===== config.mk =====
export PLATFORM = sky130hd
export DESIGN_NAME = video_fade_ctrl
export DESIGN_NICKNAME = d
export VERILOG_FILES = /design/src/rtl/video_fade_ctrl.sv
export SDC_FILE = /design/constraint.sdc
export NUM_CORES = 1
export LEC_CHECK = 0
export BUFFER_PORTS_ARGS = -buffer_cell sky130_fd_sc_hd__buf_2
export CORE_ASPECT_RATIO = 0.5
export CORE_MARGIN = 8
export CORE_UTILIZATION = 30
export CTS_BUF_LIST = sky130_fd_sc_hd__clkbuf_16
export DETAILED_ROUTE_END_ITERATION = 10
export GPL_TIMING_DRIVEN = 0
export PLACE_DENSITY = 0.54
export SKIP_LAST_GASP = 1
export SYNTH_ARGS = -nofsm -noshare
export SYNTH_HDL_FRONTEND = slang
export SYNTH_SLANG_ARGS = --single-unit

===== constraint.sdc =====
create_clock -name clk -period 5.6 [get_ports clk]
set_clock_uncertainty 0.05 [all_clocks]
set_input_delay 0 -clock clk [delete_from_list [all_inputs] [get_ports clk]]
set_output_delay 0 -clock clk [all_outputs]
set_load 0.03 [all_outputs]

===== src/rtl/video_fade_ctrl.sv =====
// Frame-rate alpha sequencer: steps alpha_o one level per (rate+1) vsync ticks toward a commanded target.
// Optional ping-pong looping is compiled in with `define VIDEO_FADE_LOOP_EN.
module video_fade_ctrl #(
   parameter int unsigned RATE_W  = 8,
   parameter int unsigned LEVEL_W = 3
) (
   input  logic               clk,
   input  logic               reset_i,
   input  logic               vsync_i,
   input  logic               cmd_valid_i,
   output logic               cmd_ready_o,
   input  logic [LEVEL_W-1:0] cmd_target_i,
   input  logic [RATE_W-1:0]  cmd_rate_i,
   input  logic               cmd_loop_i,
   input  logic               abort_i,
   output logic [LEVEL_W-1:0] alpha_o,
   output logic               busy_o,
   output logic               done_o
);

   typedef enum logic {IDLE, RUN} state_t;

   state_t               state_q, state_d;
   logic                 vsync_1;
   logic                 tick;
   logic [LEVEL_W-1:0]   alpha_q, alpha_d, target_q, target_d, alpha_step;
   logic [RATE_W-1:0]    rate_q, rate_d, cnt_q, cnt_d;
   logic                 busy_q, busy_d, done_q, done_d;
`ifdef VIDEO_FADE_LOOP_EN
   logic                 loop_q, loop_d;
   logic [LEVEL_W-1:0]   start_q, start_d;
`else
   logic                 unused_loop;
   assign unused_loop = cmd_loop_i;
`endif

   assign tick        = vsync_i & ~vsync_1;
   assign cmd_ready_o = (state_q == IDLE) & ~abort_i;
   assign alpha_step  = (target_q > alpha_q) ? alpha_q + LEVEL_W'(1) : alpha_q - LEVEL_W'(1);
   assign alpha_o     = alpha_q;
   assign busy_o      = busy_q;
   assign done_o      = done_q;

   always_comb begin
      state_d  = state_q;
      alpha_d  = alpha_q;
      target_d = target_q;
      rate_d   = rate_q;
      cnt_d    = cnt_q;
      busy_d   = busy_q;
      done_d   = 1'b0;
`ifdef VIDEO_FADE_LOOP_EN
      loop_d   = loop_q;
      start_d  = start_q;
`endif
      // abort outranks both a same-cycle tick and a same-cycle command
      if (abort_i) begin
         state_d = IDLE;
         busy_d  = 1'b0;
      end else begin
         case (state_q)
            IDLE: begin
               if (cmd_valid_i) begin
                  target_d = cmd_target_i;
                  rate_d   = cmd_rate_i;
                  cnt_d    = cmd_rate_i;
`ifdef VIDEO_FADE_LOOP_EN
                  loop_d   = cmd_loop_i;
                  start_d  = alpha_q;
`endif
                  if (cmd_target_i == alpha_q) begin
                     done_d = 1'b1;
                  end else begin
                     state_d = RUN;
                     busy_d  = 1'b1;
                  end
               end
            end
            RUN: begin
               if (tick) begin
                  if (cnt_q != '0) begin
                     cnt_d = cnt_q - RATE_W'(1);
                  end else begin
                     alpha_d = alpha_step;
                     cnt_d   = rate_q;
                     if (alpha_step == target_q) begin
                        done_d = 1'b1;
`ifdef VIDEO_FADE_LOOP_EN
                        if (loop_q) begin
                           target_d = start_q;
                           start_d  = target_q;
                        end else begin
                           state_d = IDLE;
                           busy_d  = 1'b0;
                        end
`else
                        state_d = IDLE;
                        busy_d  = 1'b0;
`endif
                     end
                  end
               end
            end
            default: state_d = IDLE;
         endcase
      end
   end

   always_ff @(posedge clk) begin
      if (reset_i) begin
         state_q  <= IDLE;
         vsync_1  <= 1'b0;
         alpha_q  <= '0;
         target_q <= '0;
         rate_q   <= '0;
         cnt_q    <= '0;
         busy_q   <= 1'b0;
         done_q   <= 1'b0;
`ifdef VIDEO_FADE_LOOP_EN
         loop_q   <= 1'b0;
         start_q  <= '0;
`endif
      end else begin
         state_q  <= state_d;
         vsync_1  <= vsync_i;
         alpha_q  <= alpha_d;
         target_q <= target_d;
         rate_q   <= rate_d;
         cnt_q    <= cnt_d;
         busy_q   <= busy_d;
         done_q   <= done_d;
`ifdef VIDEO_FADE_LOOP_EN
         loop_q   <= loop_d;
         start_q  <= start_d;
`endif
      end
   end

endmodule


Word-level counts from Yosys, hierarchy flattened:

Cells that the tools add are included.

* word-level logic and storage cells: 54
* register bits after elaboration: 26
* output and inout port bits: 6

* mux-type cells: 23
* add/sub/neg operators: 3
* reductions and logical operators: 6
* equal/unequal tests: 7
* order comparisons: 1
* bitwise logic cells: 6

Operator list (number)
* $mux 8: 3
* $pmux 8 s2: 1
* $mux 1: 15
* $reduce_bool 8->1: 1
* $sub 8x1->8 const B: 1
* $eq 3x3->1: 2
* $ne 2x2->1 const B: 3
* $pmux 1 s2: 3
* $reduce_and 3->1: 2
* $reduce_and 5->1: 1
* $ne 2x1->1 const B: 2
* $not 1->1: 4
* $reduce_and 4->1: 1
* $add 3x1->3 const B: 1
* $gt 3x3->1: 1
* $mux 3: 1
* $sub 3x1->3 const B: 1
* $and 1x1->1: 2
* $reduce_or 2->1: 1

Logic depth before layout (Yosys ltp):

* depth in word-level cells: 7
* mapped depth: 9

Worst setup path after synthesis:

OpenSTA, ideal clock, no wires.

* kind: reg2reg
* from: register alpha_q[1] (netlist: alpha_o[1])
* to: register busy_q (netlist: busy_o)
* data arrival time: 2.473 ns
* path slack: 2.963 ns
* buffers on the path: 0
* cell stages (with the launch flop): 10
* cell sequence: dfxtp_1 > inv_1 > ha_1 > nor2b_1 > o311a_1 > fa_1 > xnor2_1 > xnor2_1 > a31oi_1 > a21o_1

* longest elaborated chain between the ends: 5
* elaborated cells on any way between the ends: 9

Ends and longest elaborated chain
* from (decl): RTL line 26 `logic [LEVEL_W-1:0] alpha_q, alpha_d, target_q, target_d, alpha_step;`
* from (signal assigned): RTL line 126 `alpha_q <= alpha_d;`
* $sub 3x1->3 (tied with other cells): RTL line 39 `assign alpha_step = (target_q > alpha_q) ? alpha_q + LEVEL_W'(1) : alpha_q - LEVEL_W'(1);`
* $mux 3: RTL line 39
* $eq 3x3->1: RTL line 86 `if (alpha_step == target_q) begin`
* $ne 2x1->1 (no source line)
* $reduce_and 5->1 (no source line) *
* to (signal assigned): RTL line 130 `busy_q <= busy_d;`
* to (decl): RTL line 28 `logic busy_q, busy_d, done_q, done_d;`

Every way passes the cells marked *; elsewhere a longest branch is shown, timed or not.
A chain may end at the register's enable or synchronous reset.

Final worst setup path:

Same ends and word-level chain as after synthesis.

==> key figures <==
Global route
  • Vias in the first global route: ~1500
  • Gr ovfl total: 0
  • Initial antenna violation count: 0
  • First-pass GRT wire length: 6840 um
  • Largest net degree at the start of global routing: 15
  • GRT Util Overall: 11.0%

Layout
  • Layout cells sized above 1: around 13%
  • ANT cells: 0
  • Synth-to-layout area growth: 25.6%
  • Final Util: about two fifths
  • NumNets Final: ~250

CTS
  • H-Tree Depth: 1
  • Clock transition at the registers of the reported paths: approximately 0.07 ns
  • Clk sinks: 26
  • CTS tree: built
  • Clk Tree Root Cell: clkbuf_16
  • Post-CTS setup buffers: 0
  • Num CTS Buffers: 3
  • Post-CTS Resized: 0
  • Worst skew pair latency: 0.26 ns
  • Clock buffer depth: 2
  • Hold buffer count at CTS: 12

Timing
  • RSZ-0062 raised after global routing: false
  • Fin. Hold Viols: 0
  • Max-slew headroom: 58.3%
  • Final Setup Violations: 0
  • Final period utilization: 45.6%
  • F_max: just under 400 MHz
  • Fin crit period: between 2 and 3 ns
  • Setup TNS: 0 ns
  • Pins Over Slew Limit: 0
  • WHS: 0.0307 ns
  • Tightest Pin Transition: roughly 0.63 ns

Run status
  • Status: complete, no violations

Yosys
  • Synth Register Bits: 26
  • Avg Cell Area, Syn: 7.88 um^2
  • Cell variety after synth: 39
  • Post-synthesis sequential area ratio: between 30% and 40%
  • Yosys top cell area share: 35.0%
  • EDFF count, synth: 0
  • Synth warn: 0
  • Cell Area, Synth: 1490 um^2
  • Ys flop type: dfxtp_1
  • Cell taking the most area after synthesis: dfxtp_1
  • Count leader, synth: nand2_1
  • Synth async-reset ratio: 0%
  • Post-Syn Nets: 212
  • Dominant cells by area after synthesis: dfxtp_1 (35%), a21oi_1 (9.1%), nand2_1 (7.3%), ha_1 (4.2%), xnor2_1 (4.1%)
  • Commonest cells post-synth: nand2_1 (29), a21oi_1 (27), dfxtp_1 (26)
  • Gate count after technology mapping: 189

Worst setup path
  • R2R cell count: 9
  • Setup CP Type: reg -> reg
  • Required time of the critical path: 5.71 ns
  • Worst EP arrival: 2.66 ns
  • Reg-to-Reg End: busy_o
  • Worst setup path start: alpha_o[1]
  • CP max stage delay: 0.43 ns
  • R2r setup slk: 3.05 ns
  • Cell mode on critical path: xnor2_1
  • R2R Path Start: alpha_o[1]
  • Worst setup SP type: flip-flop
  • Slowest CP cell: fa_1
  • Crit path max-delay family: adder cells
  • Worst Setup End Kind: flip-flop
  • Crit-path max FO: 4
  • Crit path buf inv count: 1
  • Worst path cell trace: inv_1, ha_1, nor2b_1, o311a_1, fa_1, xnor2_1, xnor2_1, a31oi_1, a21o_1

Drt
  • Number of vias per cell: 4.93
  • Total number of vias: 1450
  • DR iter-0 viols: 80
  • Detailed Route WL: 3870 um
  • Drt pass-1 iters: 4
  • Final ANT Viol Nets: 0
  • Detailed-route DRC error count: 0
  • Avg WL per Cell: 13.2 um

Floorplan
  • Site Rows: 18
  • Die area: 7610 um^2
  • Core area: 4840 um^2
  • Initial Util: 30.7%
  • Num ports: 23
  • Width of the die: 116 um
  • Die height: between 60 and 70 um

Min path
  • Hold path endpoint: rate_q[2]
  • Worst hold stages: 4
  • Hold Crit Class: in -> reg
  • Min-delay src: cmd_valid_i

Place
  • HPWL after detailed placement: ~2800 um
  • Placer congestion estimate: approximately 0.81
  • Port buffer count: 19

Power and ir drop
  • Leak Pwr: 0.702 nW
  • PwrDens: 252 nW/um^2
  • Worst vdd ir: between 0.00015 and 0.0002 V

Run
  • Max cap viols: 0
## power breakdown
part | internal, mW | switching [mW] | total, mW | leakage (nW)
registers | 0.194 | 0.0103 | 0.205 | 0.213
logic | 0.0464 | 0.0601 | 0.107 | 0.451
clock network | 0.0956 | 0.0647 | 0.160 | 0.0385
## metrics by stage
step | cell area, um^2 | power [mW] | instances | setup WS [ns]
floorplan | 1490 | 0.282 | 189 | 2.96
global placement | 1670 | 0.308 | 278 | 3.06
detailed placement | 1670 | 0.309 | 278 | 3.05
CTS | 1870 | 0.479 | 294 | 3.03
global route | 1870 | 0.500 | 294 | 2.85
finish | 1870 | 0.471 | 294 | 3.05
## state kept, by name, indices dropped and copies added (netlist names)
signal / count
cnt_q: 8
rate_q: 8
alpha_o: 3
target_q: 3
busy_o: 1
done_o: 1
state_q: 1
vsync_1: 1
## layout by cell type (no fill, tap or decap), drive strengths merged, types with 2 or more instances in the layout
cell and count:
dfxtp 26, or3 2, nand2b 2, or4 2, inv 9, nand3b 2
o21ai 11, dlygate4sd3 12, nor4 3, ha 5, nor3 9, a21o 4
a211oi 5, a31oi 3, nand2 30, o211ai 2, xnor2 7, a21oi 27
buf 19, nor2b 3, nor3b 2, xor2 4, nor2 11, clkbuf 11
## worst max-delay path by stage
stage | endpoint | slack (ns) | depth (start not counted)
6_report | busy_o | 3.05 | 9
3_5_place_dp | done_o | 3.05 | 9
2_1_floorplan | busy_o | 2.96 | 9
4_1_cts | done_o | 3.03 | 9
3_3_place_gp | busy_o | 3.06 | 9
5_1_grt | done_o | 2.85 | 9
## tightest hold or removal path: cells and delay by family
kind | cells | cell delay [ns]
AOI/OAI and AO/OA | 1 | 0.06
buffers and inverters | 1 | 0.11
and+or+nand+nor | 2 | 0.12
## metal layers
metal	up-vias	GRT usage (%)	wire length, um
li1	738	-	-
met1	691	13.7	1930
met2	17	19.5	1810
met3	4	1.91	74
met4	0	2.72	54
met5	-	0	0
## kinds of logic after synthesis
group / synth area share, %
multiplexers: 0.672
AO/OA/AOI/OAI: 22.4
adder cells (fa/ha/maj): 5.55
XOR/XNOR: 6.47
buffers and inverters: 4.29
AND/OR/NAND/NOR: 25.6
flip-flops: 35.0
## cell type report
class / instances / area [um^2]
plain buffers: 8 / 30.0
clock buffers: 3 / 75.1
clock inverters: 1 / 3.75
fillers: 499 / 2970
inverters: 9 / 33.8
multi-input cells: 146 / 905
flip-flops and latches: 26 / 520
well taps: 70 / 87.6
repair buffers: 31 / 215
No activity file was read; power rests on OpenSTA's default activity.
